[config.mk]
export PLATFORM = sky130hd
export DESIGN_NAME = machine_d
export DESIGN_NICKNAME = d
export VERILOG_FILES = /design/src/rtl/machine_d.sv
export SDC_FILE = /design/constraint.sdc
export NUM_CORES = 1
export LEC_CHECK = 0
export CAP_MARGIN = 20
export CORE_AREA = 8 8 45 47
export CTS_CLUSTER_DIAMETER = 80
export CTS_CLUSTER_SIZE = 14
export DETAILED_ROUTE_END_ITERATION = 10
export DIE_AREA = 0 0 53 55
export SLEW_MARGIN = 15
export SYNTH_ARGS = -nofsm -noshare
export SYNTH_HDL_FRONTEND = slang
export SYNTH_SLANG_ARGS = --single-unit
export TNS_END_PERCENT = 100
[constraint.sdc]
create_clock -name clk -period 1.4 [get_ports clk]
set_input_delay 0.21 -clock clk [delete_from_list [all_inputs] [get_ports clk]]
set_output_delay 0.21 -clock clk [all_outputs]
set_load 0.01 [all_outputs]
[src/rtl/machine_d.sv]
// Moore detector for the overlapping serial pattern 1-0-1-1 on x.
// F is decoded from the registered state only, so x never reaches F combinationally.
module machine_d (
  input  logic clk,
  input  logic rst,
  input  logic x,
  output logic F
);

  typedef enum logic [2:0] {
    S0 = 3'b000,
    S1 = 3'b001,
    S2 = 3'b010,
    S3 = 3'b011,
    S4 = 3'b100
  } state_t;

  state_t state_q, state_d;

  always_ff @(posedge clk) begin
    if (rst) state_q <= S0;
    else     state_q <= state_d;
  end

  always_comb begin
    state_d = S0;
    F       = 1'b0;
    case (state_q)
      S0: state_d = x ? S1 : S0;
      S1: state_d = x ? S1 : S2;
      S2: state_d = x ? S3 : S0;
      S3: state_d = x ? S4 : S2;
      S4: begin
        F       = 1'b1;
        // the trailing 1 restarts a match, so a detect can overlap the next one
        state_d = x ? S1 : S2;
      end
      // unused encodings 101/110/111 recover to S0 with F low
      default: state_d = S0;
    endcase
  end

endmodule

Yosys cells after proc, flatten, opt, wreduce, memory -nomap -nowiden --
Cells that the tools add are included.
Cells by class: reductions and logical operators 2, eq/ne operators 4, multiplexer cells 6
Operator list (number):
- $pmux 3 s4 | 1
- $eq 3x2->1 const B | 2
- $mux 2 | 2
- $eq 3x1->1 const B | 1
- $eq 3x3->1 const B | 1
- $logic_not 3->1 | 1
- $mux 3 | 1
- $mux 1 | 2
- $reduce_or 2->1 | 1
Word-level totals: input bits 3, output and inout port bits 1, flip-flop bits (word level) 3, word-level logic and storage cells 13

Logic depth before layout (Yosys ltp) --
word-level depth 3, gate-level depth with buffers 2, gate-level depth less buffers 2

Worst setup path after synthesis --
OpenSTA, ideal clock, no wires.
path kind flip-flop to flip-flop, start point reg state_q[0], end point reg state_q[1], period minus slack after synthesis 1.019 ns, library setup time 0.074 ns, data arrival time 0.945 ns, path slack 0.381 ns, stages on the path, launching flop included 3, path through dfxtp_1 -> or4bb_1 -> a31oi_1
Between the ends: cells in the longest elaborated chain, start to end 3
Ends and longest elaborated chain:
- start: declaration | line 18 | state_t state_q, state_d;
- start signal: assignment | line 22 | else state_q <= state_d;
- $eq 3x3->1 or $eq 3x1->1 (tied branches) | line 28 | case (state_q)
- $reduce_or 2->1 (no source line)
- $pmux 3 s4 (*) | line 28
Every way passes the cells marked *; elsewhere a longest branch is shown, timed or not. A chain may end at the register's enable or synchronous reset.

Worst setup path after layout --
start point reg state_q[1], end point out F
Between the ends: cells in the longest elaborated chain, start to end 2
Ends and longest elaborated chain:
- $eq 3x3->1 | line 28
- $mux 1 | line 28
- end: declaration | line 7 | output logic F
Every way passes these cells.

==> flow_summary.ini <==
[power_and_ir_drop]
cellPowerDensity_nw_per_um2 = 1100
leakagePower_nw = 0.0944
comb_power_share = 0.079
p_int_mw = 0.209
seqPwrFrac = 0.345
clockPowerShare = 0.576
switching_share = 0.201
p_sw_mw = 0.0527
peakVddDrop_v = 0.000344

[setup_path]
worstPathRequired_ns = 1.19
endpoint_kind = output pin
start_kind = register
rr_startpoint = state_q[0]
max_stage_delay_ns = 0.31
critPathKind = reg -> out
crit_start = state_q[1]
worst_path_max_delay_cell = dfxtp_1
cp.arrival_ns = 1.06
crit_fanout = 2
crit_chain = nor3b_1 > dlygate4sd2_1

[yosys]
ys_warn_count = 0
synth_cell_type_count = 11
yosys_register_bits = 3
syn_nets = 16
syn_area_um2 = 133
synth-seq-area-share = 0.453
avgSynthCellArea_um2 = 10.2
syn_inst = 13

[layout]
top_regs = state_q (3)
final_cell_mix = buf_4, clkbuf_4, dfxtp_1, clkdlybuf4s50_1
largest_reg_flops = 3
diodes = 0
layout.nets = 28
drive_gt1_frac = 0.292
max_flop_register = state_q
final_area_um2 = 238
final_core_util = 0.172
layout_commonest_cell = buf_4
syn_to_final_growth_pct = 79.2

[timing]
worst_pin_slew_ns = 0.199
setup_ws_ns = 0.130
rsz0062_at_grt = no
relSlewSlack = 0.867
setup_viol = 0
timing.final.crit_share = 0.907
min_period_ns = 1.27
whs_ns = 0.531
drv_slew = 0
fmax_mhz = 787
fin_skew_ns = 0.00111
finalHoldViolCount = 0
fin_tns_setup_ns = 0

[place]
gp_congestion = 0.629
place_area_um2 = 213
hpwl_um = 259
io_buffers = 3
detailedPlace.worstSlack_ns = -0.0359

[floorplanning]
initial_core_util = 0.0958
boundaryPins = 4
die_w_um = 53
num_rows = 14
core-area_um2 = 1380
dieArea_um2 = 2920
die_y_um = 55

[global_routing]
grt_first_pass_wirelength_um = 586
grt_overflow = 0
grt_max_degree = 6
antenna_found_initial = 0
groute.usage.overall = 0.0306
grt_pass1_vias = 143

[clocking]
clock_sinks = 3
cts_buffers = 3
path_clk_slew_ns = 0.04
cts_tree = done
cts_htree_levels = 1
insertion_delay_ns = 0.23
cts-root-buf = clkbuf_4
clock_path_buffers = 2

[run]
maxCapViolCount = 0

[detailed_routing]
ant_nets = 0
drt_pass1_iterations = 3
routed_wl_um = 340
vias = 132
route.detailed.drc = 0
viasPerCell = 3.30
wl_per_cell_um = 8.50
first_iter_violations = 3

[hold_path]
hold_class = reg -> reg
worstHoldStart = state_q[2]

[outcome]
status = finished clean
-- per-stage QoR --
step / std cells / power [mW]
after global placement: 36 / 0.112
after global routing: 40 / 0.284
after floorplan: 13 / 0.0979
final: 40 / 0.262
after detailed placement: 36 / 0.112
after CTS: 40 / 0.271
-- cell usage after synthesis --
master    count  area share
nand2b_1      1       0.047
maj3_1        1       0.075
nor3b_1       1       0.057
a31oi_1       1       0.047
nand2_1       1       0.028
nor2_1        1       0.028
dfxtp_1       3        0.45
or4b_1        1       0.075
or4bb_1       1       0.085
nor3_1        1       0.038
or3b_1        1       0.066
-- area by class of cell --
class	instances	area, um^2
well taps	16	20.0
fillers	165	1150
multi-input cells	10	72.6
clock buffers	4	26.3
flip-flops and latches	3	60.1
repair buffers	7	58.8
-- worst max-delay path, delay by kind of cell (launching register included) --
kind / cells / cell delay [ns]
flip-flops: 1 / 0.31
buffers and inverters: 1 / 0.30
AND/OR/NAND/NOR: 1 / 0.22
-- worst paths after layout --
path	endpoint	slack, ns	depth (start not counted)
min	state_q[2]	0.53	2
max	F	0.13	2
max reg2reg	state_q[1]	0.22	3
min reg2reg	state_q[2]	0.53	2
-- routing by layer --
metal  global-route usage  wire [um]
met5                    0          0
met4               0.0259          0
met3               0.0241          0
met2               0.0410        175
met1               0.0303        164
-- power groups by stage --
stage               logic [mW]  clock network, mW  registers, mW
global placement        0.0206                  0         0.0914
global route            0.0233              0.170         0.0903
detailed placement      0.0207                  0         0.0917
floorplan              0.00523                  0         0.0927
CTS                     0.0209              0.160         0.0904
finish                  0.0208              0.151         0.0903
-- what timing repair did --
| action | in CTS | in global routing |
|---|---|---|
| gates resized for setup | 1 | 0 |
| setup buffers | 0 | 0 |
| hold buffers | 0 | 0 |
| endpoints found under the setup margin | 1 | 0 |
-- kinds of logic after synthesis --
| logic type | after synthesis | synth area share |
|---|---|---|
| compound gates | 1 | 0.0472 |
| fa+ha+maj | 1 | 0.0755 |
| flops | 3 | 0.453 |
| simple gates | 8 | 0.424 |
(Power assumes the default switching activity.)
